$ cat src/rtl/jk_drv_pkg.sv
// Shared types and the per-bit JK excitation rule for the excitation driver.
package jk_drv_pkg;

  typedef enum logic [1:0] {
    IDLE  = 2'd0,
    DRIVE = 2'd1,
    CHECK = 2'd2
  } state_e;

  // Returns {j, k} that moves one JK flop from s to t; dc fills the free input.
  function automatic logic [1:0] jk_excite(input logic s, input logic t, input logic dc);
    logic [1:0] jk;
    case ({s, t})
      2'b00:   jk = {1'b0, dc};
      2'b01:   jk = 2'b10;
      2'b10:   jk = 2'b01;
      default: jk = {dc, 1'b0};
    endcase
    return jk;
  endfunction

endpackage

$ cat src/rtl/jk_tgt_fifo.sv
// Target word FIFO; pointers carry a wrap bit so full/empty fall out of a compare.
module jk_tgt_fifo #(
  parameter int WIDTH = 8,
  parameter int DEPTH = 4
) (
  input  logic             clk,
  input  logic             reset,
  input  logic             push,
  input  logic             pop,
  input  logic [WIDTH-1:0] din,
  output logic             full,
  output logic             empty,
  output logic [WIDTH-1:0] dout
);

  localparam int AW = $clog2(DEPTH);

  logic [AW:0]      wr_ptr_q, wr_ptr_d;
  logic [AW:0]      rd_ptr_q, rd_ptr_d;
  logic [WIDTH-1:0] mem_q [DEPTH];

  assign empty = (wr_ptr_q == rd_ptr_q);
  assign full  = (wr_ptr_q[AW] != rd_ptr_q[AW]) &&
                 (wr_ptr_q[AW-1:0] == rd_ptr_q[AW-1:0]);
  assign dout  = mem_q[rd_ptr_q[AW-1:0]];

  // Next pointer values; push is refused when full, pop when empty.
  always_comb begin
    wr_ptr_d = wr_ptr_q;
    rd_ptr_d = rd_ptr_q;
    if (push && !full) wr_ptr_d = wr_ptr_q + 1'b1;
    if (pop && !empty) rd_ptr_d = rd_ptr_q + 1'b1;
  end

  // Pointer registers.
  always_ff @(posedge clk or negedge reset) begin
    if (!reset) begin
      wr_ptr_q <= '0;
      rd_ptr_q <= '0;
    end else begin
      wr_ptr_q <= wr_ptr_d;
      rd_ptr_q <= rd_ptr_d;
    end
  end

  // Storage; contents need no reset because the pointers define validity.
  always_ff @(posedge clk) begin
    if (push && !full) mem_q[wr_ptr_q[AW-1:0]] <= din;
  end

endmodule

$ cat src/rtl/jk_excitation_driver.sv
// Drives a JK flop bank toward queued target words and checks its feedback.
//   state | meaning
//   IDLE  | j=k=0, waiting for a queued target
//   DRIVE | j/k carry excitation for one cycle, bank captures at closing edge
//   CHECK | q_fb compared against the target, mismatches made sticky
module jk_excitation_driver
  import jk_drv_pkg::*;
#(
  parameter int   WIDTH  = 8,
  parameter int   DEPTH  = 4,
  parameter logic DC_VAL = 1'b0
) (
  input  logic             clk,
  input  logic             reset,
  input  logic             tgt_valid,
  output logic             tgt_ready,
  input  logic [WIDTH-1:0] tgt_data,
  input  logic [WIDTH-1:0] q_fb,
  output logic [WIDTH-1:0] j,
  output logic [WIDTH-1:0] k,
  output logic             drv_valid,
  output logic             busy,
  output logic             err,
  output logic [WIDTH-1:0] err_bits,
  input  logic             clr_err
);

  state_e           state_q, state_d;
  logic [WIDTH-1:0] j_q, j_d, k_q, k_d;
  logic             drv_valid_q, drv_valid_d;
  logic [WIDTH-1:0] tgt_q, tgt_d;
  logic [WIDTH-1:0] shadow_q, shadow_d;
  logic             err_q, err_d;
  logic [WIDTH-1:0] err_bits_q, err_bits_d;

  logic             fifo_push, fifo_pop, fifo_full, fifo_empty;
  logic [WIDTH-1:0] fifo_dout;
  logic [WIDTH-1:0] exc_j, exc_k;
  logic [WIDTH-1:0] mism;

  assign fifo_push = tgt_valid && !fifo_full;
  assign tgt_ready = !fifo_full;
  assign busy      = !fifo_empty || (state_q != IDLE);
  assign j         = j_q;
  assign k         = k_q;
  assign drv_valid = drv_valid_q;
  assign err       = err_q;
  assign err_bits  = err_bits_q;
  assign mism      = q_fb ^ tgt_q;

  jk_tgt_fifo #(
    .WIDTH (WIDTH),
    .DEPTH (DEPTH)
  ) u_fifo (
    .clk   (clk),
    .reset (reset),
    .push  (fifo_push),
    .pop   (fifo_pop),
    .din   (tgt_data),
    .full  (fifo_full),
    .empty (fifo_empty),
    .dout  (fifo_dout)
  );

  // Excitation for the FIFO head against the commanded (shadow) bank state.
  always_comb begin
    exc_j = '0;
    exc_k = '0;
    for (int i = 0; i < WIDTH; i++) begin
      {exc_j[i], exc_k[i]} = jk_excite(shadow_q[i], fifo_dout[i], DC_VAL);
    end
  end

  // Next-state logic; clr_err is applied first so a fresh mismatch overrides it.
  always_comb begin
    state_d     = state_q;
    j_d         = '0;
    k_d         = '0;
    drv_valid_d = 1'b0;
    tgt_d       = tgt_q;
    shadow_d    = shadow_q;
    err_d       = clr_err ? 1'b0 : err_q;
    err_bits_d  = clr_err ? '0 : err_bits_q;
    fifo_pop    = 1'b0;
    case (state_q)
      IDLE: begin
        if (!fifo_empty) begin
          fifo_pop    = 1'b1;
          j_d         = exc_j;
          k_d         = exc_k;
          drv_valid_d = 1'b1;
          tgt_d       = fifo_dout;
          state_d     = DRIVE;
        end
      end
      DRIVE: begin
        shadow_d = tgt_q;
        state_d  = CHECK;
      end
      CHECK: begin
        err_bits_d = (clr_err ? '0 : err_bits_q) | mism;
        err_d      = (clr_err ? 1'b0 : err_q) | (|mism);
        state_d    = IDLE;
      end
      default: state_d = IDLE;
    endcase
  end

  // FSM and registered outputs; async reset drops j/k without waiting for a clock.
  always_ff @(posedge clk or negedge reset) begin
    if (!reset) begin
      state_q     <= IDLE;
      j_q         <= '0;
      k_q         <= '0;
      drv_valid_q <= 1'b0;
      tgt_q       <= '0;
      shadow_q    <= '0;
      err_q       <= 1'b0;
      err_bits_q  <= '0;
    end else begin
      state_q     <= state_d;
      j_q         <= j_d;
      k_q         <= k_d;
      drv_valid_q <= drv_valid_d;
      tgt_q       <= tgt_d;
      shadow_q    <= shadow_d;
      err_q       <= err_d;
      err_bits_q  <= err_bits_d;
    end
  end

endmodule

$ cat config.mk
export PLATFORM = sky130hd
export DESIGN_NAME = jk_excitation_driver
export DESIGN_NICKNAME = d
export VERILOG_FILES = /design/src/rtl/jk_drv_pkg.sv /design/src/rtl/jk_tgt_fifo.sv /design/src/rtl/jk_excitation_driver.sv
export SDC_FILE = /design/constraint.sdc
export NUM_CORES = 1
export LEC_CHECK = 0
export CAP_MARGIN = 30
export CORE_MARGIN = 4
export CORE_UTILIZATION = 25
export DETAILED_ROUTE_END_ITERATION = 10
export GPL_TIMING_DRIVEN = 1
export PLACE_DENSITY = 0.41
export SETUP_SLACK_MARGIN = 0.15
export SYNTH_ARGS = -nofsm -noshare
export SYNTH_HDL_FRONTEND = slang
export SYNTH_SLANG_ARGS = --single-unit
$ cat constraint.sdc
create_clock -name clk -period 2.07 [get_ports clk]
set_input_delay 0.414 -clock clk [delete_from_list [all_inputs] [get_ports clk]]
set_output_delay 0.414 -clock clk [all_outputs]
set_load 0.01 [all_outputs]
==> impl_metrics.tcl, run 1 <==
set metrics [dict create \
    outcome "finished clean" \
    avgSynthCellArea_um2 15.3 \
    max_slew_margin 0.697 \
    wl_per_cell_um 14.2 \
    placed_cells 420 \
    die_w_um 121 \
    skew_ns 0.00778 \
    slew_violations 0 \
    synthTopCellsByArea "dfrtp_1 39%, edfxtp_1 30%, mux4_1 6.6%" \
    grt_max_degree 51 \
    finalNetCount 290 \
    end_kind "output pin" \
    synth_warnings 0 \
    vias 1737 \
    finalHoldViolCount 0 \
    drt_iter0_markers 99 \
    diodes 0 \
    core_um2 12200 \
    gr-total-overflow 0 \
    crit_fanout 5 \
    rsz0062_at_grt "no" \
    syn_nets 232 \
    reg2reg_slack_ns 0.31 \
    synth_largest_area_cell "dfrtp_1" \
    drive_above_1_share 0.148 \
    worst_slew_pin_slew_ns 0.455 \
    timing.final.crit_share 0.864 \
    path_class "flip-flop to output pin" \
    critPathArrivalTime_ns 1.37 \
    dieArea_um2 14600 \
    root_buffer "clkbuf_16" \
    start_util 0.260 \
    antenna_found_initial 0 \
    dp_hpwl_um 4320 \
    first_pass_iters 4 \
    routed_wl_um 6240 \
    slowest_delay_ns 0.45 \
    cts.sinks 82 \
    yosysSeqAreaShare 0.697 \
    htree_levels 3 \
    p_total_w 0.00662 \
    final_area_um2 4190 \
    io_buffers 47 \
    setup_tns_ns 0 \
    cts_tree "done" \
    cap_violations 0 \
    synthMuxAreaShare 0.0981 \
    synth-adder-area-share 0.0197 \
    grt_use_total 0.0929 \
    critPathBufInv 1 \
    ios 48 \
    synth_top_family_by_area "multiplexers" \
    worst_setup_path_start_kind "flip-flop" \
    area_delta_synth_final_pct 32.0 \
    cp.required_ns 1.66 \
    yosysUniqueCellTypes 23 \
    cts_buffer_depth 2 \
    crit_cells 3 \
    vdd_drop_max_mv 0.495 \
    synth-simple-area-share 0.0851 \
    worst_path_max_delay_cell "dfrtp_2" \
    placed_area_um2 3840 \
    power_density_nw_per_um2 1580 \
    clk_pin_slew_worst_paths_ns 0.06 \
    min_path_type "input port to asynchronous set/reset pin" \
    route.detailed.drc 0 \
    grt_pass1_vias 1850 \
    hold_buffers 0 \
    setup_viol 0 \
    crit_chain "xnor2_2, nand4_1, dlygate4sd2_1" \
    die_height_um 121 \
    fin_cells 438 \
    clk_latency_ns 0.32 \
    reg2reg_depth 5 \
    p_leak_nw 1.71 \
    netlist_instances 207 \
    ant_nets 0 \
    synth_compound_area_frac 0.0213 \
    synth_top_area_share 0.394 \
    fmax_mhz 559 \
    gp_congestion 0.704 \
    period_minus_slack_ns 1.79 \
    vias_per_cell 3.97 \
    ys_ff_latch 82 \
    fp-row-count 40 \
    cts_buffers 9 \
    grt_pass1_wl_um 10300 \
    crit_family "flip-flops" \
    netlist_area_um2 3180 \
    synth-xor-area-share 0.0437 \
]
power breakdown:
| group | internal [W] | total, W | leakage [nW] | switching [W] |
|---|---|---|---|---|
| registers | 0.00230 | 0.00263 | 0.932 | 0.000329 |
| logic | 0.00117 | 0.00234 | 0.626 | 0.00116 |
| clock network | 0.00106 | 0.00165 | 0.155 | 0.000595 |
| total | 0.00453 | 0.00662 | 1.71 | 0.00209 |
flip-flops by register name, summed over array words and instances (netlist names):
signal	count
err_bits	8
err	1
drv_valid	1
j	8
u_fifo.rd_ptr_q	3
k	8
state_q	2
u_fifo.wr_ptr_q	3
shadow_q	8
tgt_q	8
u_fifo.mem_q	32
what timing repair did:
action | 4_1_cts | 5_1_grt
pin swaps | 0 | 1
endpoints found under the setup margin | 2 | 2
setup buffers | 0 | 2
resized for setup | 5 | 3
logic make-up after synthesis:
logic type,after synthesis
buffers and inverters,21
adder cells (fa/ha/maj),5
flip-flops,82
multiplexers,17
XOR/XNOR,15
AND/OR/NAND/NOR,57
AO/OA/AOI/OAI,10
path summary, 6_finish.rpt:
check / from / to
max in group asynchronous: reset / k[4]
min in group clk: shadow_q[3] / j[3]
worst max register to register: u_fifo.wr_ptr_q[0] / u_fifo.rd_ptr_q[2]
worst min-delay path: reset / k[0]
worst min register to register: shadow_q[3] / j[3]
worst max-delay path: u_fifo.wr_ptr_q[0] / busy
cells in the final DEF, fill, tap and decap left out, types with 8 or more instances in the layout:
master and n:
nor2_1 10, o22ai_1 9, nor3b_1 8, mux2_2 9
clkbuf_16 10, inv_1 13, dfrtp_1 48, xnor2_1 11
edfxtp_1 32, clkdlybuf4s50_1 44, mux4_1 8, nand2_1 29
metrics by stage:
step                hold slack [ns]  setup WS (ns)  utilization
detailed placement            0.430          0.187        0.315
CTS                          0.0813          0.105        0.342
global placement              0.428          0.194        0.315
global route                 0.0822          0.151        0.343
floorplan                     0.118          0.457            -
finish                       0.0639          0.282        0.343
area by class of cell:
type / count / area [um^2]
fillers: 1218 / 8020
flip-flops and latches: 82 / 2210
well taps: 168 / 210
inverters: 13 / 48.8
repair buffers: 55 / 532
clock buffers: 13 / 275
clock inverters: 3 / 46.3
multi-input cells: 104 / 866
per-layer routing:
layer | global-route usage | vias to the layer above | part of all wire
met5 | 0 | - | 0
met4 | 0.0276 | 0 | 0.011
met3 | 0.0355 | 6 | 0.040
met2 | 0.141 | 37 | 0.47
met1 | 0.124 | 850 | 0.48
li1 | - | 844 | -
synth_stat cells:
cell type / n
a311o_2: 1
nor2b_1: 1
nor2_1: 10
nand3b_1: 1
o22ai_1: 9
xnor2_2: 1
buf_4: 1
nor3b_1: 8
xor2_1: 1
and3_1: 4
mux2_2: 9
clkbuf_1: 2
nand2_1: 29
inv_1: 13
mux4_1: 8
edfxtp_1: 32
nand4_1: 3
buf_1: 1
buf_6: 4
nand2b_1: 1
ha_1: 5
xnor2_1: 13
dfrtp_1: 50
Power figures use the tool's default switching activity.
==> run 2, diff against run 1 <==
Settings changed: DONT_BUFFER_PORTS set to 1, PLACE_DENSITY 0.41 to 0.36.
==> run 2 against run 1 <==
  * Sequential share of layout area up 6.3 points
  * Combinational power down 20%
  * Largest power group unchanged
  * Largest cell class unchanged
  * Highest routed layer unchanged
  * Cell area down 11%
==> impl_metrics.tcl, run 2 (same netlist as run 1, synthesis figures left out) <==
set metrics [dict create \
    die_w_um 121 \
    path_class "flip-flop to output pin" \
    period_minus_slack_ns 1.82 \
    drive_above_1_share 0.177 \
    vdd_drop_max_mv 0.551 \
    vias_per_cell 4.02 \
    grt_max_degree 51 \
    max_slew_margin 0.672 \
    outcome "finished clean" \
    start_util 0.260 \
    grtUsageMet2 0.144 \
    setup_viol 0 \
    area_delta_synth_final_pct 17.8 \
    clk_pin_slew_worst_paths_ns 0.06 \
    cts_tree "done" \
    grtUsageMet3 0.0454 \
    largest_reg_flops 32 \
    diodes 0 \
    fillers 1270 \
    htree_levels 3 \
    fp-row-count 40 \
    grt_pass1_wl_um 10200 \
    wl_per_cell_um 16.4 \
    critPathArrivalTime_ns 1.41 \
    drt_iter0_markers 60 \
    ios 48 \
    cts_buffer_depth 2 \
    cap_violations 0 \
    root_buffer "clkbuf_16" \
    crit_fanout 6 \
    grt_use_total 0.0949 \
    grt_pass1_vias 1692 \
    final_area_um2 3740 \
    timing.final.crit_share 0.880 \
    gp_congestion 0.643 \
    busiest_layer "met2" \
    worst_setup_path_start_kind "flip-flop" \
    dieArea_um2 14600 \
    layout_common_cells "49 x dfrtp_1, 32 x edfxtp_1, 29 x nand2_1, 13 x inv_1, 11 x xnor2_1" \
    fin_cells 394 \
    placed_cells 374 \
    finalNetCount 246 \
    cp.required_ns 1.66 \
    area.sequential_um2 2210 \
    cts_buffers 9 \
    cts.sinks 82 \
    gr-total-overflow 0 \
    first_pass_iters 4 \
    die_height_um 121 \
    antenna_found_initial 0 \
    rsz0062_at_grt "no" \
    vias 1585 \
    finalHoldViolCount 0 \
    multi_input_area_um2 866 \
    setup_tns_ns 0 \
    ant_nets 0 \
    end_kind "output pin" \
    worst_slew_pin_slew_ns 0.493 \
    dp_hpwl_um 4350 \
    io_buffers 0 \
    routed_wl_um 6450 \
    final_util 0.306 \
    slew_violations 0 \
    final_common_cell "dfrtp_1" \
    met1_usage 0.117 \
    fmax_mhz 549 \
    p_leak_nw 1.55 \
    p_total_w 0.00617 \
    min_path_type "input port to flip-flop" \
    clk_latency_ns 0.33 \
    core_um2 12200 \
    placed_area_um2 3370 \
    route.detailed.drc 0 \
    skew_ns 0.00685 \
    power_density_nw_per_um2 1650 \
]
## run 2: worst max-delay path: stages (launching register included)
cell	delay, ns
dfrtp_1	0.43
xnor2_2	0.17
nand3b_1	0.28
buf_6	0.19
## run 2: path summary, 6_finish.rpt
check,start,end,slack [ns],cells after the start
min,tgt_data[1],u_fifo.mem_q[0][1],0.18,0
max,u_fifo.wr_ptr_q[2],tgt_ready,0.25,3
min reg2reg,shadow_q[6],j[6],0.45,1
max in group asynchronous,reset,u_fifo.wr_ptr_q[0],1.22,2
min in group asynchronous,reset,shadow_q[4],0.62,2
max reg2reg,u_fifo.wr_ptr_q[2],u_fifo.mem_q[3][2],0.30,3
## run 2: layout make-up
type,instances,area share
Tap cell,168,0.0562
Sequential cell,82,0.592
Clock inverter,3,0.00535
Inverter,13,0.0130
Multi-Input combinational cell,104,0.231
Clock buffer,13,0.0732
Timing Repair Buffer,11,0.0291
## run 2: power by group
part	switching [W]	internal, W
clock	0.000617	0.000926
combinational	0.00102	0.000851
sequential	0.000457	0.00230
## run 2: per-stage QoR
stage	hold slack (ns)	worst slack (ns)
after floorplan	0.118	0.457
after global placement	0.121	0.266
final	0.176	0.248
after detailed placement	0.121	0.262
after global routing	0.153	0.145
after CTS	0.160	0.180
## run 2: routing by layer
metal,vias to the layer above,routed length (um)
met3,8,455
li1,753,-
met4,0,110
met5,-,0
met2,42,2960
met1,782,2920
## run 2: timing repair
item	4_1_cts	5_1_grt
endpoints found under the setup margin	0	12
gates resized for setup	0	4
endpoints found under the hold margin	50	0
setup buffers	0	2
hold buffers	2	0
